## config.mk

```make
export PLATFORM = sky130hd
export DESIGN_NAME = div_n_prog_flat
export DESIGN_NICKNAME = d
export VERILOG_FILES = /design/src/rtl/div_n_prog_if.sv /design/src/rtl/div_n_prog.sv /design/src/flat_wrapper.sv
export SDC_FILE = /design/constraint.sdc
export NUM_CORES = 1
export LEC_CHECK = 0
export CORE_UTILIZATION = 56
export CTS_CLUSTER_DIAMETER = 50
export DETAILED_ROUTE_END_ITERATION = 16
export HOLD_SLACK_MARGIN = 0.15
export MAX_ROUTING_LAYER = met4
export PLACE_DENSITY = 0.84
export SETUP_SLACK_MARGIN = 0.5
export SLEW_MARGIN = 20
export SYNTH_ARGS = -nofsm -noshare
export SYNTH_HDL_FRONTEND = slang
export SYNTH_SLANG_ARGS = --single-unit
```

## constraint.sdc

```tcl
create_clock -name clk -period 5.1 [get_ports clk]
set_input_delay 0.51 -clock clk [delete_from_list [all_inputs] [get_ports clk]]
set_output_delay 0.51 -clock clk [all_outputs]
set_load 0.1 [all_outputs]
```

## src/rtl/div_n_prog_if.sv

```systemverilog
// Bus between a requester and the programmable clock divider.
//   en        : requester -> divider, 1 = divide, 0 = hold idle
//   div_ratio : requester -> divider, requested ratio N (0/1 treated as 2)
//   fout      : divider -> requester, divided clock (registered)
//   tc        : divider -> requester, pulse on the last cycle of each fout period
//   ratio_cur : divider -> requester, clamped ratio in use for the current period
interface div_n_prog_if #(
    parameter int WIDTH = 8
);
    logic             en;
    logic [WIDTH-1:0] div_ratio;
    logic             fout;
    logic             tc;
    logic [WIDTH-1:0] ratio_cur;

    modport master (output en, output div_ratio, input fout, input tc, input ratio_cur);
    modport slave  (input en, input div_ratio, output fout, output tc, output ratio_cur);
endinterface

```

## src/rtl/div_n_prog.sv

```systemverilog
// Programmable integer clock divider.
// Divides clk by a runtime ratio N (2..2^WIDTH-1) with near-50% duty
// (high ceil(N/2), low floor(N/2)) and a one-cycle terminal-count pulse.
// A new ratio is only taken at a period boundary, so the output never
// shows truncated or stretched pulses.
// Ports:
//   clk   : input clock, all logic on rising edge
//   rst_n : synchronous active-low reset
//   bus   : div_n_prog_if.slave (en, div_ratio in; fout, tc, ratio_cur out)
module div_n_prog #(
    parameter int WIDTH     = 8,
    parameter int RST_RATIO = 2
) (
    input  logic                clk,
    input  logic                rst_n,
    div_n_prog_if.slave         bus
);
    localparam logic [WIDTH-1:0] ZERO = '0;
    localparam logic [WIDTH-1:0] ONE  = WIDTH'(1);
    localparam logic [WIDTH-1:0] TWO  = WIDTH'(2);
    localparam logic [WIDTH-1:0] RST_R = WIDTH'(RST_RATIO);

    logic [WIDTH-1:0] cnt_q, cnt_d;
    logic [WIDTH-1:0] ratio_q, ratio_d;
    logic             fout_q, fout_d;
    logic             tc_q, tc_d;

    logic [WIDTH-1:0] nc;
    logic [WIDTH-1:0] high_len;
    logic             last;

    always_comb begin
        // Ratios below 2 cannot form a high and a low phase; force 2.
        nc       = (bus.div_ratio < TWO) ? TWO : bus.div_ratio;
        // ceil(N/2); fits in WIDTH bits even for N = 2^WIDTH-1.
        high_len = (ratio_q >> 1) + {{(WIDTH-1){1'b0}}, ratio_q[0]};
        last     = (cnt_q == ratio_q - ONE);

        cnt_d   = cnt_q;
        ratio_d = ratio_q;
        fout_d  = fout_q;
        tc_d    = tc_q;

        if (!bus.en) begin
            // Idle: keep tracking the request so the first enabled
            // period already uses it.
            cnt_d   = ZERO;
            fout_d  = 1'b0;
            tc_d    = 1'b0;
            ratio_d = nc;
        end else begin
            cnt_d  = last ? ZERO : cnt_q + ONE;
            fout_d = (cnt_q < high_len);
            tc_d   = last;
            if (last) begin
                ratio_d = nc;
            end
        end
    end

    always_ff @(posedge clk) begin
        if (!rst_n) begin
            cnt_q   <= ZERO;
            ratio_q <= RST_R;
            fout_q  <= 1'b0;
            tc_q    <= 1'b0;
        end else begin
            cnt_q   <= cnt_d;
            ratio_q <= ratio_d;
            fout_q  <= fout_d;
            tc_q    <= tc_d;
        end
    end

    assign bus.fout      = fout_q;
    assign bus.tc        = tc_q;
    assign bus.ratio_cur = ratio_q;

endmodule
```

## src/flat_wrapper.sv

```systemverilog
// flat-port wrapper written by rule: the top's interface ports become plain ports
module div_n_prog_flat 
#(
    parameter int WIDTH     = 8,
    parameter int RST_RATIO = 2
)
  (clk, rst_n, bus_en, bus_div_ratio, bus_fout, bus_tc, bus_ratio_cur);
  div_n_prog_if #(.WIDTH(WIDTH)) bus_i ();
  input  logic clk;
  input  logic rst_n;
  input wire logic [$bits(bus_i.en)-1:0] bus_en;
  input wire logic [$bits(bus_i.div_ratio)-1:0] bus_div_ratio;
  output wire logic [$bits(bus_i.fout)-1:0] bus_fout;
  output wire logic [$bits(bus_i.tc)-1:0] bus_tc;
  output wire logic [$bits(bus_i.ratio_cur)-1:0] bus_ratio_cur;
  assign bus_i.en = bus_en;
  assign bus_i.div_ratio = bus_div_ratio;
  assign bus_fout = bus_i.fout;
  assign bus_tc = bus_i.tc;
  assign bus_ratio_cur = bus_i.ratio_cur;
  div_n_prog #(.WIDTH(WIDTH), .RST_RATIO(RST_RATIO)) u_core (.clk(clk), .rst_n(rst_n), .bus(bus_i));
endmodule
```

### After elaboration in Yosys (flattened, before gate mapping)

Index checks and enable logic that the tools add are counted.

* register bits: 18
* input port bits: 11
* output and inout port bits: 10
* word-level logic and storage cells: 18

* $add $sub $neg: 3
* magnitude comparators: 2
* equality and inequality tests: 2
* muxes and demuxes: 3
* bitwise logic cells: 2
* reduce and logical (&&, ||, !) cells: 2

Operators with widths (number)
* $mux W8: 3
* $add A7 B1 Y8: 1
* $add A8 B1 Y8 const B: 1
* $eq A8 B8 Y1: 1
* $lt A8 B2 Y1 const B: 1
* $lt A8 B8 Y1: 1
* $sub A8 B1 Y8 const B: 1
* $reduce_or A3 Y1: 1
* $ne A2 B1 Y1 const B: 1
* $not A1 Y1: 2
* $reduce_and A2 Y1: 1

### Logic depth before layout (Yosys ltp)

Gate-level depths: netlist of the first run.

* depth in word-level cells: 4
* depth in mapped cells: 9
* mapped depth without buffers: 9

### Worst setup path before layout of the first run

OpenSTA, ideal clock, no wires.

* path type: register -> register
* from: register u_core.ratio_q[0], in the netlist u_core.bus.ratio_cur[0]
* to: register u_core.fout_q, in the netlist u_core.bus.fout
* setup time: 0.058 ns
* data arrival time: 2.658 ns
* data required time: 5.042 ns
* slack: 2.384 ns
* stages on the path, launching flop included: 9
* buffers on the path: 0
* period minus slack after synthesis: 2.716 ns
* cell sequence: dfxtp_1 ha_1 ha_1 nand3_1 xor2_1 ha_1 and3_1 a2111oi_0 o21a_1

* word-level cells in the longest chain between the ends: 2

RTL lines
* from (decl): line div_n_prog.sv:24 `logic [WIDTH-1:0] ratio_q, ratio_d;`
* from (signal assigned): line div_n_prog.sv:69 `ratio_q <= ratio_d;`
* $add A7 B1 Y8: line div_n_prog.sv:36 `high_len = (ratio_q >> 1) + {{(WIDTH-1){1'b0}}, ratio_q[0]};`
* $lt A8 B8 Y1: line div_n_prog.sv:53 `fout_d = (cnt_q < high_len);`
* to (signal assigned): line div_n_prog.sv:70 `fout_q <= fout_d;`
* to (decl): line div_n_prog.sv:25 `logic fout_q, fout_d;`

Every way passes these cells.
A chain may end at the register's enable or synchronous reset.

### Worst setup path after layout of the first run

* from: register u_core.ratio_q[3], in the netlist u_core.bus.ratio_cur[3]
* to: output bus_ratio_cur[3]

RTL lines
* to (decl): line flat_wrapper.sv:15 `output wire logic [$bits(bus_i.ratio_cur)-1:0] bus_ratio_cur;`

No word-level cell between the ends.

==> flow_summary.json, run 1 <==
{
  "grt_pass1_vias": 1102,
  "synth.ff_latch_count": 18,
  "synth.yosys.warnings": 0,
  "wl_met3_um": 85,
  "async_flop_share_pct": 0,
  "cp-end-kind": "primary output",
  "worstPathMaxFanout": 10,
  "postCtsSetupBuffers": 0,
  "tightest_slew_ns": 0.9951,
  "rr_worst_depth": 8,
  "layoutNonFillerInstCount": 187,
  "grt_use_total_pct": 26.13,
  "fillers": 160,
  "start_util_pct": 62.25,
  "wl_met2_mm": 1.362,
  "synth_top_area_cell": "dfxtp_1",
  "critPathSlowestCell": "clkdlybuf4s50_1",
  "wl_met1_mm": 1.314,
  "cts-root-buf": "clkbuf_4",
  "cp_cell_sequence": "clkdlybuf4s50_1",
  "ios": 21,
  "hp-class": "flop to flop",
  "ctsResizeCount": 0,
  "drive_gt1_share_pct": 8.750,
  "p_per_area_nw_per_um2": 249.8,
  "ff2ff_setup_slack_ns": 2.78,
  "cap_violations": 0,
  "syn_avg_cell_area_um2": 8.952,
  "synth_edf_count": 0,
  "area_delta_synth_final_pct": 17.52,
  "cp-endpoint": "bus_ratio_cur[3]",
  "grt_pass1_wl_mm": 4.823,
  "power.leakage_nw": 0.6229,
  "cts_max_level": 1,
  "timing.fmax_mhz": 379.8,
  "path_depth": 1,
  "cts_sinks": 18,
  "rsz0062_at_grt": "no",
  "status": "completed",
  "die_area_um2": 2465,
  "fp.dieH_um": 49.65,
  "peakVddDrop_uv": 187.7,
  "wirelength_mm": 2.776,
  "place.port_buffers": 20,
  "required_ns": 4.59,
  "grt_antenna_before_repair": 0,
  "routed.top_layer": "met4",
  "numCtsBuffers": 3,
  "finalSetupTns_ns": 0,
  "critPathLaunchType": "flop",
  "drt_iter0_markers": 23,
  "cp_top_family": "buffers and inverters",
  "ant_nets": 0,
  "startpoint": "u_core.bus.ratio_cur[3]",
  "nNetsFinal": 183,
  "min_period_ns": 2.633,
  "fp.coreArea_um2": 2042,
  "grt_max_degree": 18,
  "critical_path_arrival_ns": 2.12,
  "cp_slowest_stage_delay_ns": 1.22,
  "path_clk_slew_ns": 0.11,
  "vias_per_cell": 5.711,
  "yosysTopAreaCellShare_pct": 28.35,
  "hold_viol_final": 0,
  "dp.cells": 183,
  "r2r-end": "u_core.bus.ratio_cur[0]",
  "cts_hold_buf": 0,
  "fin_crit_sh_pct": 51.62,
  "skew_ns": 0.003355,
  "cts_tree": "done",
  "num_rows": 16,
  "worstSetupPathType": "flop to primary output",
  "syn_inst": 142,
  "grt-ovfl-total": 0,
  "setup_viol": 0,
  "post_drt_wl_per_cell_um": 14.84,
  "diodes": 0,
  "synth_cell_type_count": 41,
  "synthFlopType": "dfxtp_1",
  "yosysSeqAreaShare_pct": 28.35,
  "num_vias": 1068,
  "reg2reg_from": "u_core.bus.ratio_cur[0]",
  "clkLatencyLatePin_ns": 0.29,
  "crit_buf_inv": 1,
  "slew-limit-headroom_pct": 33.45,
  "place_congestion": 0.9580,
  "dp_hpwl_mm": 2.063,
  "ys_top_cells_by_area": "dfxtp_1 28%, ha_1 11%, xor2_1 6.9%, mux2i_1 5.5%, xnor2_1 5.5%",
  "synth_nets": 164,
  "yosysMostFrequentCell": "dfxtp_1",
  "die_w_um": 49.65,
  "yosys-top-cells-count": "18 x dfxtp_1, 16 x nand2_1, 12 x nor2_1",
  "drc": 0,
  "clk_path_buf_depth": 2,
  "drv_slew": 0,
  "drt_pass1_iterations": 4,
  "syn_area_um2": 1271
}
cells by family (layout without fill, tap and decap cells):
kind of cell / Yosys count / count (layout) / synth area share (%)
adders and majority gates: 11 / 11 / 10.83
AOI/OAI and AO/OA: 15 / 15 / 10.53
buffers and inverters: 12 / 30 / 5.511
muxes: 7 / 7 / 5.512
DFF: 18 / 18 / 28.35
xor gates and xnor gates: 19 / 19 / 13.68
and+or+nand+nor: 60 / 60 / 25.59
per-layer routing:
layer,GRT usage (%),vias up
met5,-,-
met2,43.02,22
met1,33.58,512
met3,2.778,2
met4,7.619,0
li1,-,532
placed cells by master, fill, tap and decap left out, drive strengths merged, types with 4 or more instances in the layout:
master         synthesis  routed
dfxtp                 18      18
xnor2                  9       9
clkbuf                 1       4
nor2                  12      12
xor2                  10      10
and3                   6       6
nand3                 11      11
ha                    11      11
nand2                 16      16
clkdlybuf4s50          0      20
mux2i                  7       7
inv                    6       6
final cells by class:
class	count	area (um^2)	area share, %
multi-input combinational	112	840.8	56.28
sequential	18	360.3	24.12
clock buffer	4	36.28	2.429
tap	27	33.78	2.261
inverter	6	22.52	1.508
timing repair buffer	20	200.2	13.40
stage by stage:
stage	util, %	hold WS, ns	cell area, um^2	power, W	setup slack (ns)
3_5_place_dp	71.38	0.5004	1458	0.0002858	2.750
3_3_place_gp	71.38	0.4664	1458	0.0002825	2.829
2_1_floorplan	-	0.4425	1271	0.0002578	2.384
6_report	73.16	0.5187	1494	0.0003732	2.467
5_1_grt	73.16	0.5523	1494	0.0003919	2.405
4_1_cts	73.16	0.5246	1494	0.0003735	2.457
power breakdown:
part / switching [W] / internal [W] / total [W]
sequential: 0.0000143 / 0.000147 / 0.000161
combinational: 0.0000779 / 0.0000450 / 0.000123
clock: 0.0000454 / 0.0000435 / 0.0000888
total: 0.000138 / 0.000236 / 0.000373
sequential cells by signal, summed over array words and instances (netlist names):
| register | flops |
|---|---|
| u_core.bus.fout | 1 |
| u_core.bus.ratio_cur | 8 |
| u_core.bus.tc | 1 |
| u_core.cnt_q | 8 |
worst min-delay path by stage:
stage	cells after the start	startpoint	end	slack (ns)
global placement	1	u_core.cnt_q[0]	u_core.cnt_q[0]	0.47
floorplan	1	u_core.cnt_q[0]	u_core.cnt_q[0]	0.44
global route	1	u_core.cnt_q[0]	u_core.cnt_q[0]	0.55
CTS	1	u_core.cnt_q[0]	u_core.cnt_q[0]	0.52
finish	1	u_core.cnt_q[0]	u_core.cnt_q[0]	0.52
detailed placement	1	u_core.cnt_q[0]	u_core.cnt_q[0]	0.50
Note: power is estimated with default switching activity, not from simulation.
==> run 2: changes to the inputs <==
--- a/config.mk
+++ b/config.mk
@@ -5,12 +5,12 @@
 export SDC_FILE = /design/constraint.sdc
 export NUM_CORES = 1
 export LEC_CHECK = 0
-export CORE_UTILIZATION = 56
+export CORE_UTILIZATION = 47
 export CTS_CLUSTER_DIAMETER = 50
 export DETAILED_ROUTE_END_ITERATION = 16
 export HOLD_SLACK_MARGIN = 0.15
 export MAX_ROUTING_LAYER = met4
-export PLACE_DENSITY = 0.84
+export PLACE_DENSITY = 0.76
 export SETUP_SLACK_MARGIN = 0.5
 export SLEW_MARGIN = 20
 export SYNTH_ARGS = -nofsm -noshare
==> constraint.sdc (replaced) <==
create_clock -name clk -period 2.3 [get_ports clk]
set_input_delay 0.23 -clock clk [delete_from_list [all_inputs] [get_ports clk]]
set_output_delay 0.23 -clock clk [all_outputs]
set_load 0.1 [all_outputs]
==> flow_summary.json, run 2 (synthesized netlist as in run 1, its figures left out) <==
{
  "diodes": 0,
  "fin_area_um2": 1609,
  "cts_tree": "done",
  "setup_viol": 0,
  "required_ns": 2.49,
  "fillers": 212,
  "fp.dieH_um": 54.01,
  "whs_ns": 0.4936,
  "p_int_w": 0.0005074,
  "timing.fmax_mhz": 537.4,
  "ant_nets": 0,
  "dp_hpwl_mm": 2.185,
  "cp_cell_sequence": "inv_2 -> ha_4 -> xnor2_1 -> o2bb2ai_1 -> o21ai_0 -> o211ai_2 -> buf_4 -> nand3_2 -> nor2_1",
  "dp.cells": 188,
  "post_drt_wl_per_cell_um": 15.34,
  "power_frac_clock_pct": 20.6,
  "p_per_area_nw_per_um2": 513.0,
  "cp_slowest_stage_delay_ns": 0.41,
  "fin_crit_sh_pct": 80.90,
  "grt_use_total_pct": 23.52,
  "drt_pass1_iterations": 4,
  "area_delta_synth_final_pct": 26.57,
  "peakVddDrop_uv": 419.8,
  "hp-class": "input pin to flop",
  "worstSetupPathType": "flop to flop",
  "drt_iter0_markers": 19,
  "swShare_pct": 38.53,
  "grt_pass1_vias": 1040,
  "ios": 21,
  "min_period_ns": 1.861,
  "critical_path_arrival_ns": 2.05,
  "grt_antenna_before_repair": 0,
  "place_congestion": 0.7992,
  "cts_sinks": 18,
  "wirelength_mm": 3.007,
  "die_area_um2": 2917,
  "cap_violations": 0,
  "die_w_um": 54.01,
  "switchingPower_w": 0.0003181,
  "num_rows": 18,
  "skew_ns": 0.01153,
  "nNetsFinal": 189,
  "grt_max_degree": 12,
  "rsz0062_at_grt": "yes",
  "hold_viol_final": 0,
  "seq_power_share_pct": 43.5,
  "cts_hold_buf": 0,
  "fp.coreArea_um2": 2522,
  "grt-ovfl-total": 0,
  "start_util_pct": 50.40,
  "dpl_cell_area_um2": 1526,
  "layout.cells.most_common_list": "16 x nand2_1, 16 x buf_4, 12 x nor2_1",
  "worstPathMaxFanout": 8,
  "num_vias": 1109,
  "clk_path_buf_depth": 2,
  "critPathLaunchType": "flop",
  "layoutNonFillerInstCount": 196,
  "power.leakage_nw": 0.6700,
  "power_frac_comb_pct": 36.0,
  "cts-root-buf": "clkbuf_4",
  "path_clk_slew_ns": 0.11,
  "cp-end-kind": "flop",
  "total_power_w": 0.0008255,
  "status": "completed",
  "clkLatencyLatePin_ns": 0.30,
  "cts_max_level": 1,
  "grt_pass1_wl_mm": 4.678,
  "vias_per_cell": 5.658,
  "tightest_slew_ns": 0.4098,
  "numCtsBuffers": 3,
  "ff2ff_setup_slack_ns": 0.44,
  "drive_gt1_share_pct": 28.92,
  "drc": 0,
  "slew-limit-headroom_pct": 72.59,
  "critPathSlowestCell": "dfxtp_4",
  "finalSetupTns_ns": 0,
  "place.port_buffers": 20,
  "drv_slew": 0
}
==> run 2: cell count changes in the layout (fill, tap and decap cells not counted), sizes merged <==
cell,previous run,this run
buf,0,16
clkdlybuf4s50,20,10
==> run 2: final timing paths <==
check                           from                 endpoint  cells after the start
max          u_core.bus.ratio_cur[1]          u_core.cnt_q[6]                      9
min                 bus_div_ratio[5]  u_core.bus.ratio_cur[5]                      3
max reg2reg  u_core.bus.ratio_cur[1]          u_core.cnt_q[6]                      9
min reg2reg          u_core.cnt_q[0]          u_core.cnt_q[0]                      1
==> run 2: through the flow <==
step	utilization, %	setup slack, ns
final	63.79	0.4393
after detailed placement	60.52	0.4055
after global placement	60.52	0.4306
after floorplan	-	0.3489
after CTS	63.44	0.4344
after global routing	63.79	0.3735
==> run 2: area by class of cell <==
cell class	count	area (um^2)	area share [%]
repair buffers	26	220.2	13.69
clock buffers	4	26.28	1.633
well taps	30	37.54	2.333
flip-flops and latches	18	390.4	24.26
inverters	6	22.52	1.400
multi-input cells	112	912.1	56.69
==> run 2: power groups by stage <==
stage	clock [W]	sequential, W	combinational (W)
5_1_grt	0.000189	0.000362	0.000317
3_5_place_dp	0	0.000366	0.000276
6_report	0.000170	0.000359	0.000297
2_1_floorplan	0	0.000444	0.000138
4_1_cts	0.000173	0.000357	0.000292
3_3_place_gp	0	0.000364	0.000271
==> run 2: critical path, delay by kind of cell (launching register included) <==
family	cells	cell delay [ns]
AOI/OAI and AO/OA	3	0.59
xor gates and xnor gates	1	0.13
adders and majority gates	1	0.17
buffers and inverters	2	0.22
DFF	1	0.41
and+or+nand+nor	2	0.22
==> run 2: what timing repair did <==
item	CTS	global route
pin swaps	10	0
setup endpoints to repair	17	17
cloned	0	0
buffers inserted	4	0
resized for setup	3	2
==> run 2: layer usage <==
layer / wire [um] / GRT usage, % / up-vias
li1: - / - / 549
met1: 1329 / 27.66 / 533
met4: 53 / 9.402 / 0
met5: 0 / - / -
met3: 79 / 3.390 / 6
met2: 1545 / 39.92 / 21
